===== config.mk =====
export PLATFORM = sky130hd
export DESIGN_NAME = uart_rx_cfg
export DESIGN_NICKNAME = d
export VERILOG_FILES = /design/src/rtl/uart_pkg.sv /design/src/rtl/uart_bit_sampler.sv /design/src/rtl/uart_rx_cfg.sv
export SDC_FILE = /design/constraint.sdc
export NUM_CORES = 1
export LEC_CHECK = 0
export BUFFER_PORTS_ARGS = -buffer_cell sky130_fd_sc_hd__buf_4
export CAP_MARGIN = 20
export CORE_ASPECT_RATIO = 1.2
export CORE_MARGIN = 5
export CORE_UTILIZATION = 35
export CTS_CLUSTER_SIZE = 10
export DETAILED_ROUTE_END_ITERATION = 10
export GPL_TIMING_DRIVEN = 0
export PLACE_DENSITY = 0.59
export SYNTH_ARGS = -nofsm -noshare
export SYNTH_HDL_FRONTEND = slang
export SYNTH_SLANG_ARGS = --single-unit

===== constraint.sdc =====
create_clock -name clk -period 2.2 [get_ports clk]
set_input_delay 0 -clock clk [delete_from_list [all_inputs] [get_ports clk]]
set_output_delay 0 -clock clk [all_outputs]
set_load 0.02 [all_outputs]

===== src/rtl/uart_pkg.sv =====
// Shared definitions for the UART receiver: FSM state encoding, parameter
// defaults, legal configuration ranges and the 2-of-3 majority helper.
package uart_pkg;

    typedef enum logic [2:0] {
        ST_IDLE   = 3'd0,
        ST_START  = 3'd1,
        ST_DATA   = 3'd2,
        ST_PARITY = 3'd3,
        ST_STOP   = 3'd4
    } uart_state_t;

    localparam int OVERSAMPLE_DEFAULT = 16;
    localparam int OVERSAMPLE_MIN     = 8;
    localparam int OVERSAMPLE_MAX     = 16;
    localparam int DATA_BITS_MIN      = 5;
    localparam int DATA_BITS_MAX      = 9;
    localparam int STOP_BITS_MIN      = 1;
    localparam int STOP_BITS_MAX      = 2;

    function automatic logic majority3(input logic a, input logic b, input logic c);
        return (a & b) | (a & c) | (b & c);
    endfunction

endpackage


===== src/rtl/uart_bit_sampler.sv =====
// Input synchronizer, start-edge detector and 3-sample majority voter placed
// around the middle of each bit period.
module uart_bit_sampler
    import uart_pkg::*;
#(
    parameter int OVERSAMPLE = OVERSAMPLE_DEFAULT
) (
    input  logic                          clk,
    input  logic                          rst_n,
    input  logic                          rx,
    input  logic                          sample_tick,
    input  logic [$clog2(OVERSAMPLE)-1:0] tick_cnt,
    output logic                          fall,
    output logic                          vote,
    output logic                          vote_valid
);
    localparam int TW = $clog2(OVERSAMPLE);
    localparam logic [TW-1:0] TICK_A = TW'(OVERSAMPLE / 2 - 1);
    localparam logic [TW-1:0] TICK_B = TW'(OVERSAMPLE / 2);
    localparam logic [TW-1:0] TICK_C = TW'(OVERSAMPLE / 2 + 1);

    logic sync1, sync2, prev;
    logic samp_a, samp_b;

    // Preset to idle-high so reset release never looks like a start edge
    always_ff @(posedge clk or negedge rst_n) begin
        if (!rst_n) begin
            sync1 <= 1'b1;
            sync2 <= 1'b1;
            prev  <= 1'b1;
        end else begin
            sync1 <= rx;
            sync2 <= sync1;
            prev  <= sync2;
        end
    end

    always_ff @(posedge clk or negedge rst_n) begin
        if (!rst_n) begin
            samp_a <= 1'b1;
            samp_b <= 1'b1;
        end else if (sample_tick) begin
            if (tick_cnt == TICK_A) samp_a <= sync2;
            if (tick_cnt == TICK_B) samp_b <= sync2;
        end
    end

    // The third sample is voted live so the decision lands on its own tick
    assign fall       = prev & ~sync2;
    assign vote_valid = sample_tick && (tick_cnt == TICK_C);
    assign vote       = majority3(samp_a, samp_b, sync2);

endmodule


===== src/rtl/uart_rx_cfg.sv =====
// Oversampled UART receiver with ready/valid output, frame error, overrun and
// break detection. Define UART_RX_PARITY_EN to add a parity bit and its check.
module uart_rx_cfg
    import uart_pkg::*;
#(
    parameter int DATA_BITS  = 8,
    parameter int OVERSAMPLE = OVERSAMPLE_DEFAULT,
    parameter int STOP_BITS  = 1
) (
    input  logic                 clk,
    input  logic                 rst_n,
    input  logic                 sample_tick,
    input  logic                 rx,
`ifdef UART_RX_PARITY_EN
    input  logic                 parity_odd,
`endif
    output logic [DATA_BITS-1:0] data_out,
    output logic                 data_valid,
    input  logic                 data_ready,
    output logic                 frame_err,
    output logic                 parity_err,
    output logic                 overrun,
    output logic                 break_det,
    output logic                 busy
);
    localparam int TW = $clog2(OVERSAMPLE);
    localparam int BW = $clog2(DATA_BITS + 1);
    localparam logic [TW-1:0] TICK_LAST = TW'(OVERSAMPLE - 1);
    localparam logic [BW-1:0] BIT_LAST  = BW'(DATA_BITS - 1);

    if (DATA_BITS < DATA_BITS_MIN || DATA_BITS > DATA_BITS_MAX) begin : g_bad_data_bits
        $error("uart_rx_cfg: DATA_BITS=%0d is outside 5..9", DATA_BITS);
    end
    if (OVERSAMPLE < OVERSAMPLE_MIN || OVERSAMPLE > OVERSAMPLE_MAX || (OVERSAMPLE % 2) != 0) begin : g_bad_oversample
        $error("uart_rx_cfg: OVERSAMPLE=%0d must be even within 8..16", OVERSAMPLE);
    end
    if (STOP_BITS < STOP_BITS_MIN || STOP_BITS > STOP_BITS_MAX) begin : g_bad_stop_bits
        $error("uart_rx_cfg: STOP_BITS=%0d must be 1 or 2", STOP_BITS);
    end

    uart_state_t          state_q, state_d;
    logic [TW-1:0]        tick_q, tick_d;
    logic [BW-1:0]        bit_q, bit_d;
    logic [DATA_BITS-1:0] shift_q, shift_d;
    logic                 stop2_q, stop2_d;
    logic                 ferr_q, ferr_d;
    logic                 brk_q, brk_d;
    logic                 fall, vote, vote_valid;
    logic                 word_done, word_ferr, brk_pulse, leave_stop;
    logic                 par_low;

`ifdef UART_RX_PARITY_EN
    logic par_q, par_d;
    logic word_perr;
    assign par_low   = ~par_q;
    assign word_perr = ((^shift_q) ^ par_q) != parity_odd;
`else
    assign par_low    = 1'b1;
    assign parity_err = 1'b0;
`endif

    uart_bit_sampler #(
        .OVERSAMPLE (OVERSAMPLE)
    ) u_sampler (
        .clk         (clk),
        .rst_n       (rst_n),
        .rx          (rx),
        .sample_tick (sample_tick),
        .tick_cnt    (tick_q),
        .fall        (fall),
        .vote        (vote),
        .vote_valid  (vote_valid)
    );

    always_ff @(posedge clk or negedge rst_n) begin
        if (!rst_n) begin
            state_q <= ST_IDLE;
            tick_q  <= '0;
            bit_q   <= '0;
            shift_q <= '0;
            stop2_q <= 1'b0;
            ferr_q  <= 1'b0;
            brk_q   <= 1'b0;
`ifdef UART_RX_PARITY_EN
            par_q   <= 1'b0;
`endif
        end else begin
            state_q <= state_d;
            tick_q  <= tick_d;
            bit_q   <= bit_d;
            shift_q <= shift_d;
            stop2_q <= stop2_d;
            ferr_q  <= ferr_d;
            brk_q   <= brk_d;
`ifdef UART_RX_PARITY_EN
            par_q   <= par_d;
`endif
        end
    end

    always_comb begin
        state_d    = state_q;
        tick_d     = tick_q;
        bit_d      = bit_q;
        shift_d    = shift_q;
        stop2_d    = stop2_q;
        ferr_d     = ferr_q;
        brk_d      = brk_q;
`ifdef UART_RX_PARITY_EN
        par_d      = par_q;
`endif
        word_done  = 1'b0;
        word_ferr  = 1'b0;
        brk_pulse  = 1'b0;
        leave_stop = 1'b0;

        if (state_q != ST_IDLE && sample_tick)
            tick_d = (tick_q == TICK_LAST) ? '0 : tick_q + 1'b1;

        case (state_q)
            ST_START: begin
                if (vote_valid) state_d = vote ? ST_IDLE : ST_DATA;
            end
            ST_DATA: begin
                if (vote_valid) begin
                    shift_d = {vote, shift_q[DATA_BITS-1:1]};
                    if (bit_q == BIT_LAST) begin
                        bit_d = '0;
`ifdef UART_RX_PARITY_EN
                        state_d = ST_PARITY;
`else
                        state_d = ST_STOP;
`endif
                    end else begin
                        bit_d = bit_q + 1'b1;
                    end
                end
            end
`ifdef UART_RX_PARITY_EN
            ST_PARITY: begin
                if (vote_valid) begin
                    par_d   = vote;
                    state_d = ST_STOP;
                end
            end
`endif
            // A break parks here until the line is seen high again
            ST_STOP: begin
                if (vote_valid) begin
                    if (brk_q) begin
                        leave_stop = vote;
                    end else if (stop2_q) begin
                        word_done  = 1'b1;
                        word_ferr  = ferr_q | ~vote;
                        leave_stop = 1'b1;
                    end else if (!vote && shift_q == '0 && par_low) begin
                        brk_pulse = 1'b1;
                        brk_d     = 1'b1;
                    end else if (STOP_BITS == 2) begin
                        stop2_d = 1'b1;
                        ferr_d  = ~vote;
                    end else begin
                        word_done  = 1'b1;
                        word_ferr  = ~vote;
                        leave_stop = 1'b1;
                    end
                end
            end
            default: ;
        endcase

        // IDLE and the exit from STOP share the start-edge arming logic
        if (state_q == ST_IDLE || leave_stop) begin
            tick_d  = '0;
            state_d = ST_IDLE;
            if (fall) begin
                state_d = ST_START;
                bit_d   = '0;
                stop2_d = 1'b0;
                ferr_d  = 1'b0;
                brk_d   = 1'b0;
            end
        end
    end

    always_ff @(posedge clk or negedge rst_n) begin
        if (!rst_n) begin
            data_out   <= '0;
            data_valid <= 1'b0;
            frame_err  <= 1'b0;
`ifdef UART_RX_PARITY_EN
            parity_err <= 1'b0;
`endif
            overrun    <= 1'b0;
            break_det  <= 1'b0;
        end else begin
            overrun   <= 1'b0;
            break_det <= brk_pulse;
            if (word_done && data_valid && !data_ready) begin
                overrun <= 1'b1;
            end else if (word_done) begin
                data_out   <= shift_q;
                frame_err  <= word_ferr;
`ifdef UART_RX_PARITY_EN
                parity_err <= word_perr;
`endif
                data_valid <= 1'b1;
            end else if (data_valid && data_ready) begin
                data_valid <= 1'b0;
            end
        end
    end

    assign busy = (state_q != ST_IDLE);

endmodule


# Yosys cells after proc, flatten, opt, wreduce, memory -nomap -nowiden
# Cells that the tools add are included.
totals:
  inputBits: 5
  register_bits: 37
  elab_cells: 96
  output_inout_bits: 14
classes:
  addsub: 2
  n_reduce_logical: 21
  bitwise_logic: 9
  mux: 38
  n_eq_ne: 11
ops:
  columns: ["cell", "n"]
  rows:
  - ["4-bit two-way mux", 8]
  - ["1-bit two-way mux", 24]
  - ["4-bit == test (second input constant)", 3]
  - ["3-bit two-way mux", 4]
  - ["2-bit AND reduction", 5]
  - ["4-bit by 1-bit adder with 4-bit output (second input constant)", 2]
  - ["4-bit by 3-bit == test with 1-bit output (second input constant)", 2]
  - ["8-bit logical NOT", 1]
  - ["1-bit logical AND", 6]
  - ["3-bit by 2-bit inequality test with 1-bit output (second input constant)", 2]
  - ["3-bit case mux with 2 select lines", 1]
  - ["3-bit nonzero test", 2]
  - ["1-bit bitwise AND", 4]
  - ["4-bit AND reduction", 1]
  - ["2-bit nonzero test", 2]
  - ["3-bit by 1-bit == test with 1-bit output (second input constant)", 1]
  - ["3-bit by 2-bit == test with 1-bit output (second input constant)", 1]
  - ["3-bit == test (second input constant)", 1]
  - ["3-bit logical NOT", 1]
  - ["3-bit inequality test (second input constant)", 1]
  - ["1-bit inverter", 3]
  - ["1-bit logical NOT", 2]
  - ["2-bit two-way mux", 1]
  - ["1-bit bitwise OR", 2]
  - ["1-bit logical OR", 1]

# Logic depth before layout (Yosys ltp)
# Gate-level depths: netlist (run 1).
logic_depth:
  word_depth: 13
  depth_mapped: 8
  depth_no_buf: 6

# Modules after synthesis
# Synthesis (run 1) repeated with hierarchy kept, for this count alone.
hier_totals:
  hier_cells: 141
  area_unflattened_um2: 1682.9
by_module_without_submodules:
  columns: ["mod", "seq_area_each_um2", "area_per_inst_um2", "cells_per_inst", "n_inst"]
  rows:
  - ["uart_rx_cfg", 800.8, 1468.9, 126, 1]
  - ["uart_bit_sampler", 131.4, 214.0, 15, 1]

# Worst setup path after synthesis (run 1)
# Ideal clock, no wire load.
synth_path:
  path_type: "register to register"
  start: "register shift_q[5]"
  end: "register data_out[0]"
  stages_incl_launch_ff: 5
  period_less_slack_ps: 1889
  path_slack_ps: 311
  setup_ps: 125
  arrival_ps: 1764
  n_path_buf: 0
  path_cell_list: "dfrtp_1 or4_1 or3_4 nand2_8 mux2_4"
synth_via:
  elab_chain_len: 10
synth_rtl:
  columns: ["element", "line", "text"]
  rows:
  - ["start: declaration", "uart_rx_cfg.sv:44", "logic [DATA_BITS-1:0] shift_q, shift_d;"]
  - ["start signal: assignment", "uart_rx_cfg.sv:91", "shift_q <= shift_d;"]
  - ["8-bit logical NOT (*)", "uart_rx_cfg.sv:156", "end else if (!vote && shift_q == '0 && par_low) begin"]
  - ["1-bit logical AND (*)", "uart_rx_cfg.sv:156", null]
  - ["1-bit two-way mux (*)", "uart_rx_cfg.sv:156", null]
  - ["1-bit two-way mux (*)", "uart_rx_cfg.sv:150", "if (brk_q) begin"]
  - ["1-bit two-way mux (*)", "uart_rx_cfg.sv:149", "if (vote_valid) begin"]
  - ["1-bit two-way mux (*)", "uart_rx_cfg.sv:120", "case (state_q)"]
  - ["1-bit logical AND (2 in series)", "uart_rx_cfg.sv:199", "if (word_done && data_valid && !data_ready) begin"]
  - ["1-bit inverter (no line)", null, null]
  - ["2-bit AND reduction (no line) (*)", null, null]
  - ["end signal: assignment", "uart_rx_cfg.sv:202", "data_out <= shift_q;"]
  - ["end: declaration", "uart_rx_cfg.sv:17", "output logic [DATA_BITS-1:0] data_out,"]
# Every way passes the cells marked *; elsewhere a longest branch is shown, timed or not.
# A chain may end at the register's enable or synchronous reset.

# Final worst setup path (run 1)
layout_path:
  start: "register shift_q[5]"
  end: "register data_out[4]"
# Same word-level chain as after synthesis.

==> impl_metrics.yaml, run 1 <==
clock_network:
  clockBufferDepth: 2
  insertion_delay_ps: 280
  clk_pin_slew_ps: 70
  cts_htree_levels: 2
  cts_root_buf: "clkbuf_8"
  cts_tree: "built"
  cts_setup_buffers: 0
  cts_resized: 0
  cts.sinks: 37
  hold_buffers: 2
  cts_buffers: 5
timing:
  finalCritPeriodShare_pct: 90.79
  finalSetupTns_ps: 0
  rsz0062_at_grt: "false"
  layout_min_cycle_time_ps: 1997
  final-setup-viol-count: 0
  finClkSkew_ps: 2.967
  hold_viol_final: 0
  fmax_mhz: 500.7
  slew_viol_final: 0
  holdWs_ps: 29.35
place:
  port_buffers: 16
  place_inst: 220
  gp_congestion: 0.7998
  hpwl_mm: 2.298
run:
  cap_violations: 0
run_status:
  status: "finished clean"
synth:
  syn_area_sq_um: 1747
  synth_ff_type: "dfrtp_1"
  yosysUniqueCellTypes: 45
  synth_area_leaders: "dfrtp_1 (46%), dfstp_2 (7.5%), mux2_4 (6.9%)"
  synth_warnings: 0
  synth_xor_area_share_pct: 0.5014
  synthAdderAreaFrac_pct: 3.438
  yosys.area_share.simple_pct: 16.19
  synth_top_cell_area_share_pct: 45.85
  yosys.area.top_type: "dfrtp_1"
  ys_top_cells_by_count: "dfrtp_1 (32), mux2_2 (9), nand2_1 (9)"
  async_flop_share_pct: 100.0
  syn_area_per_cell_sq_um: 12.13
  ys_seq_area_share_pct: 53.37
  syn_inst: 144
  synth-compound-area-share_pct: 9.169
  syn_nets: 153
  synth_top_family_by_area: "simple AND/OR/NAND/NOR gates"
  synthMuxAreaShare_pct: 13.83
  synth_most_common_cell: "dfrtp_1"
  ys_ff_latch: 37
  synth_edf_count: 0
die:
  die_y_um: 87.39
  row_count: 28
  start_util_pct: 35.61
  die_width_um: 74.49
  die_area_sq_um: 6509
  ioPinCount: 19
  core_area_sq_um: 4905
detailed_routing:
  wire_per_inst_um: 13.86
  drtIter0Drc: 52
  wl_mm: 3.188
  ant_nets: 0
  dr.pass1.iters: 4
  vias_per_cell: 5.183
  vias: 1192
  drcViolationCount: 0
grt:
  grt_util_met3_pct: 3.695
  antenna_found_initial: 0
  gr-usage-all-layers_pct: 11.28
  grt-busiest-layer: "met2"
  grt_use_met2_pct: 17.51
  grt_pass1_wl_mm: 5.637
  use_met1_pct: 14.08
  grt_pass1_vias: 1179
  grt_max_degree: 38
  overflow: 0
layout:
  fin_nets: 178
  final_cells: 230
  n_antenna_cell: 0
  drive_above_1_share_pct: 34.12
  area.growth.synth_to_final_pct: 18.12
worst_setup_path:
  critical_path_required_ps: 2370
  reg2reg_from: "shift_q[5]"
  r2r_slack_ps: 200
  critPathArrivalTime_ps: 2170
  crit_start: "shift_q[5]"
  cp-start-kind: "flop"
  crit_type: "reg -> reg"
  r2r_end: "data_out[4]"
  cp-end-kind: "flop"
  cp-endpoint: "data_out[4]"
  reg2reg_depth: 4
  crit_fanout: 8
hold_path:
  hold_depth: 3
  holdCritPathClass: "in -> reg"
power:
  leakagePower_nw: 1.002
  max-vdd-ir-drop_uv: 570.4
  design_power_total_w: 0.001857
  powerDensity_nw_per_um2: 899.9
[worst max-delay path, cell delays in order, from the launching register on]
cell     delay [ps]
dfrtp_1         400
or4_1           590
or3_4           460
nand2_8         130
mux2_4          310
[power breakdown]
group,switching [W],internal [W]
clock,0.000229,0.000283
combinational,0.000247,0.000206
sequential,0.000104,0.000789
[flip-flops by register name (all words and copies together), names as in the netlist, 3 cells and up]
| signal | count |
|---|---|
| state_q | 3 |
| data_out | 8 |
| shift_q | 8 |
| bit_q | 4 |
| tick_q | 4 |
[layout make-up]
type,instances,area (sq um)
Buffer,6,35.03
Clock buffer,7,96.34
Clock inverter,1,5.005
Fill cell,479,2841
Inverter,6,22.52
Multi-Input combinational cell,95,757.0
Sequential cell,37,932.1
Tap cell,60,75.07
Timing Repair Buffer,18,140.1
[kinds of logic after synthesis]
| kind of cell | Yosys count |
|---|---|
| muxes | 19 |
| other | 1 |
| adders and majority gates | 5 |
| and+or+nand+nor | 46 |
| AOI/OAI and AO/OA | 23 |
| xor gates and xnor gates | 1 |
| DFF | 37 |
| buffers and inverters | 12 |
[cell usage in the layout (no fill, tap or decap), drive strengths merged, types with 5 or more instances in the layout]
cell | synthesis | routed
inv | 6 | 6
mux2 | 17 | 17
dfrtp | 32 | 32
nand3 | 6 | 6
a21oi | 6 | 6
buf | 4 | 20
dfstp | 5 | 5
nor2 | 6 | 6
nand2 | 10 | 10
clkbuf | 2 | 9
[worst min path at each step]
stage	startpoint	endpoint	slack [ps]
after floorplan	rst_n	bit_q[0]	-300
after global placement	rst_n	data_out[6]	-10
after detailed placement	rst_n	data_out[5]	-9
after CTS	sample_tick	tick_q[0]	20
after global routing	sample_tick	tick_q[0]	30
final	data_ready	overrun	30
[per-stage QoR]
step	worst slack, ps	util [%]	cell area, sq um
6_report	202.6	42.07	2063
5_1_grt	140.4	42.07	2063
4_1_cts	194.3	42.07	2063
3_5_place_dp	206.0	39.59	1942
3_3_place_gp	228.2	39.59	1942
2_1_floorplan	311.2	-	1747
[metal layers]
metal | wire length [um] | up-vias
li1 | - | 570
met1 | 1413 | 591
met2 | 1561 | 25
met3 | 150 | 6
met4 | 61 | 0
met5 | 0 | -
Power figures use the tool's default switching activity.
==> run 2: changes to the inputs <==
Settings changed: GPL_TIMING_DRIVEN 0 to default.
==> run 2 against run 1 <==
Global-route usage is essentially flat. Clock power is 11% lower. Worst setup slack better by 18 ps. Critical path depth unchanged. First-iteration DRC count fell by 12%.
==> impl_metrics.yaml, run 2 (synthesis results as in run 1) <==
layout:
  post-route-util_pct: 41.63
  n_fill_cell: 467
  area.growth.synth_to_final_pct: 16.91
  fin_nets: 176
  final_common_cell: "dfrtp_1"
  layout_common_cells: "dfrtp_1 (32), buf_4 (19), nand2_1 (9), mux2_2 (9), mux2_4 (8)"
  n_antenna_cell: 0
  top_regs: "data_out x8, shift_q x8"
  drive_above_1_share_pct: 32.14
timing:
  slew_viol_final: 0
  finalCritPeriodShare_pct: 89.96
  fmax_mhz: 505.3
  hold_viol_final: 0
  final-setup-viol-count: 0
  layout_min_cycle_time_ps: 1979
  finClkSkew_ps: 4.414
  holdWs_ps: 24.10
  finalSetupTns_ps: 0
  rsz0062_at_grt: "false"
power:
  switching_share_pct: 32.55
  power_switching_w: 0.0005848
  max-vdd-ir-drop_uv: 426.8
  pwr-share-comb_pct: 24.9
  powerDensity_nw_per_um2: 879.7
  pwr-share-clk_pct: 25.3
  p_int_w: 0.001212
  leakagePower_nw: 0.9874
  pwr-share-seq_pct: 49.7
die:
  row_count: 28
  die_area_sq_um: 6509
  core_area_sq_um: 4905
  die_y_um: 87.39
  start_util_pct: 35.61
  die_width_um: 74.49
  ioPinCount: 19
clock_network:
  cts_buffers: 5
  cts_tree: "built"
  clk_pin_slew_ps: 70
  insertion_delay_ps: 290
  clockBufferDepth: 2
  cts_setup_buffers: 0
  cts_root_buf: "clkbuf_8"
  cts_htree_levels: 2
  cts.sinks: 37
worst_setup_path:
  cp-start-kind: "flop"
  critical_path_required_ps: 2380
  crit_fanout: 8
  critPathArrivalTime_ps: 2150
  cp-end-kind: "flop"
  crit_type: "reg -> reg"
detailed_routing:
  dr.pass1.iters: 4
  drcViolationCount: 0
  wire_per_inst_um: 14.35
  vias_per_cell: 5.184
  drtIter0Drc: 46
  ant_nets: 0
  wl_mm: 3.271
  vias: 1182
grt:
  grt_pass1_vias: 1277
  overflow: 0
  grt_max_degree: 38
  gr-usage-all-layers_pct: 11.31
  grt_pass1_wl_mm: 5.706
  antenna_found_initial: 0
hold_path:
  holdCritPathClass: "in -> reg"
place:
  hpwl_mm: 2.360
  port_buffers: 17
  gp_congestion: 0.8157
run_status:
  status: "finished clean"
run:
  cap_violations: 0
run 2: changes by cell type in the layout (fill, tap and decap cells not counted), sizes merged:
cell | previous run | this run
clkbuf | 9 | 6
buf | 20 | 19
clkinv | 1 | 2
dlygate4sd3 | 2 | 3
run 2: final timing paths:
path | depth (start not counted) | from | slack, ps | to
max in group asynchronous | 2 | rst_n | 1630 | u_sampler.sync1
min | 3 | data_ready | 20 | overrun
min in group asynchronous | 2 | rst_n | 220 | shift_q[4]
max | 4 | shift_q[5] | 220 | data_out[5]
max reg2reg | 4 | shift_q[5] | 220 | data_out[5]
min reg2reg | 0 | u_sampler.sync1 | 360 | u_sampler.sync2
run 2: stage by stage:
step           instances  area, sq um  setup WS [ps]  power (W)
3_5_place_dp         217         1929          221.8   0.001347
5_1_grt              228         2042          148.6   0.001902
4_1_cts              228         2042          205.4   0.001818
2_1_floorplan        144         1747          311.2   0.001238
3_3_place_gp         217         1929          266.1   0.001321
6_report             228         2042          220.8   0.001796
run 2: power by group through the flow:
stage	logic (W)	registers (W)	clock network, W
after CTS	0.000451	0.000892	0.000475
after global routing	0.000499	0.000907	0.000496
after floorplan	0.000363	0.000874	0
after detailed placement	0.000443	0.000904	0
final	0.000448	0.000893	0.000455
after global placement	0.000425	0.000896	0
run 2: what timing repair did:
| item | 4_1_cts | 5_1_grt |
|---|---|---|
| resized for setup | 0 | 0 |
| hold buffers | 3 | 0 |
| endpoints found under the setup margin | 0 | 0 |
| hold endpoints to repair | 35 | 0 |
run 2: metal layers:
layer  routed length (um)  vias up  global-route usage, %  share of wire, %
li1                     -      564                      -                 -
met3                  154       10                  2.540               4.7
met1                 1369      577                  12.94                42
met4                  103        0                  6.796               3.1
met2                 1644       31                  18.86                50
met5                    0        -                      0                 0
run 2: cell type report:
cell class                 count  area, sq um  area share [%]
sequential                    37        932.1           45.65
multi-input combinational     95        757.0           37.07
timing repair buffer          22        172.7           8.456
tap                           60        75.07           3.676
clock buffer                   6        72.57           3.554
inverter                       6        22.52           1.103
clock inverter                 2        10.01          0.4902
run 2: worst max-delay path, cell delays in order (launching register included):
cell and delay (ps):
dfrtp_1 410, or4_1 570, or3_4 460, nand2_8 120, mux2_4 300
==> run 3: changes to the inputs <==
--- a/config.mk
+++ b/config.mk
@@ -10,5 +10,5 @@
 export CORE_ASPECT_RATIO = 1.2
-export CORE_MARGIN = 5
+export CORE_MARGIN = 2
 export CORE_UTILIZATION = 35
-export CTS_CLUSTER_SIZE = 10
+export CTS_CLUSTER_SIZE = 28
 export DETAILED_ROUTE_END_ITERATION = 10
==> constraint.sdc (replaced) <==
create_clock -name clk -period 2.2 [get_ports clk]
set_input_delay 0.33 -clock clk [delete_from_list [all_inputs] [get_ports clk]]
set_output_delay 0.33 -clock clk [all_outputs]
set_load 0.02 [all_outputs]
==> run 3 against run 2 <==
The run now ends with hold timing left. Sequential power down 0.6%. Die area down 14%. Clock power up 33%. Clock skew up 0.68 ps. Largest power group unchanged.
==> impl_metrics.yaml, run 3 (synthesis results as in run 1) <==
worst_setup_path:
  crit_fanout: 8
  cp-start-kind: "flop"
  r2r_end: "data_out[7]"
  critPathArrivalTime_ps: 2150
  crit_type: "reg -> reg"
  r2r_slack_ps: 220
  reg2reg_depth: 4
  cp-end-kind: "flop"
  reg2reg_from: "shift_q[1]"
  critical_path_required_ps: 2370
clock_network:
  cts_buffers: 5
  cts.sinks: 37
  cts_resized: 0
  cts_tree: "built"
  insertion_delay_ps: 280
  cts_root_buf: "clkbuf_8"
  cts_htree_levels: 2
  cts_setup_buffers: 0
  hold_buffers: 0
  clockBufferDepth: 2
  clk_pin_slew_ps: 70
timing:
  slew_headroom_pct: 66.39
  slew_viol_final: 0
  fmax_mhz: 505.5
  rsz0062_at_grt: "false"
  worst_slew_pin_slew_ps: 491.4
  timing.final.ws_setup_ps: 221.6
  hold_viol_final: 4
  holdWs_ps: -5.682
  final-setup-viol-count: 0
  finClkSkew_ps: 5.096
  finalCritPeriodShare_pct: 89.93
  finalSetupTns_ps: 0
  layout_min_cycle_time_ps: 1978
die:
  core_area_sq_um: 4870
  ioPinCount: 19
  start_util_pct: 35.87
  die_width_um: 68.49
  row_count: 28
  die_y_um: 81.39
  die_area_sq_um: 5574
power:
  leakagePower_nw: 0.9884
  design_power_total_w: 0.001948
  max-vdd-ir-drop_uv: 450.7
  powerDensity_nw_per_um2: 952.3
place:
  place_inst: 217
  gp_congestion: 0.7917
  port_buffers: 17
  pre_cts_slack_ps: 225.7
  hpwl_mm: 2.388
hold_path:
  holdCritPathClass: "in -> async"
grt:
  gr-usage-all-layers_pct: 13.49
  grt_pass1_wl_mm: 5.513
  antenna_found_initial: 0
  overflow: 0
  grt_max_degree: 38
  grt_pass1_vias: 1223
run_status:
  violations: "hold timing"
  status: "finished, violations left"
detailed_routing:
  wire_per_inst_um: 14.87
  drcViolationCount: 0
  ant_nets: 0
  dr.pass1.iters: 4
  drtIter0Drc: 40
  wl_mm: 3.345
  vias_per_cell: 5.280
  vias: 1188
layout:
  top_regs: "data_out x8, shift_q x8"
  drive_above_1_share_pct: 32.73
  area.growth.synth_to_final_pct: 17.12
  final_cells: 225
  final_common_cell: "dfrtp_1"
  fin_nets: 173
  n_antenna_cell: 0
  post-route-util_pct: 42.01
  layout_common_cells: "dfrtp_1 (32), buf_4 (19), nand2_1 (9), mux2_2 (9), mux2_4 (8)"
run:
  cap_violations: 0
[run 3: cell types whose count changed in the layout (fill, tap and decap cells not counted), sizes merged]
cell         previous run  this run
bufinv                  0         1
clkinv                  2         0
clkbuf                  6         7
dlygate4sd3             3         0
[run 3: metal layers]
metal  share of wire (%)  vias to the layer above  wire length, um  GRT usage [%]
met1                  42                      599             1395          14.46
met5                   0                        -                0              0
met4                 1.5                        0               50          5.600
met2                  53                       21             1777          23.65
li1                    -                      562                -              -
met3                 3.6                        6              122          4.571
[run 3: worst max-delay path, stage by stage, from the launching register on]
cell     delay [ps]
dfrtp_1         410
or4_1           590
or3_4           450
nand2_8         120
mux2_4          300
[run 3: worst max path at each step]
stage / start / end / slack, ps
after floorplan: shift_q[5] / data_out[0] / 310
after global placement: shift_q[1] / data_out[1] / 270
after detailed placement: shift_q[1] / data_out[7] / 230
after CTS: shift_q[1] / data_out[7] / 220
after global routing: tick_q[1] / bit_q[0] / 130
final: shift_q[1] / data_out[7] / 220
[run 3: where the power goes]
group,internal (W),switching (W)
logic,0.000202,0.000251
registers,0.000789,0.0000998
clock network,0.000370,0.000237
[run 3: cell type report]
class,instances,area [sq um]
Fill cell,470,2824
Sequential cell,37,932.1
Multi-Input combinational cell,95,757.0
Timing Repair Buffer,19,142.6
Clock buffer,7,86.33
Tap cell,60,75.07
Clock inverter,1,30.03
Inverter,6,22.52
[run 3: metrics by stage]
stage / instance area, sq um / hold slack, ps
after CTS: 2046 / 8.777
final: 2046 / -5.682
after floorplan: 1747 / 34.41
after detailed placement: 1929 / 322.6
after global routing: 2046 / 25.18
after global placement: 1929 / 308.2
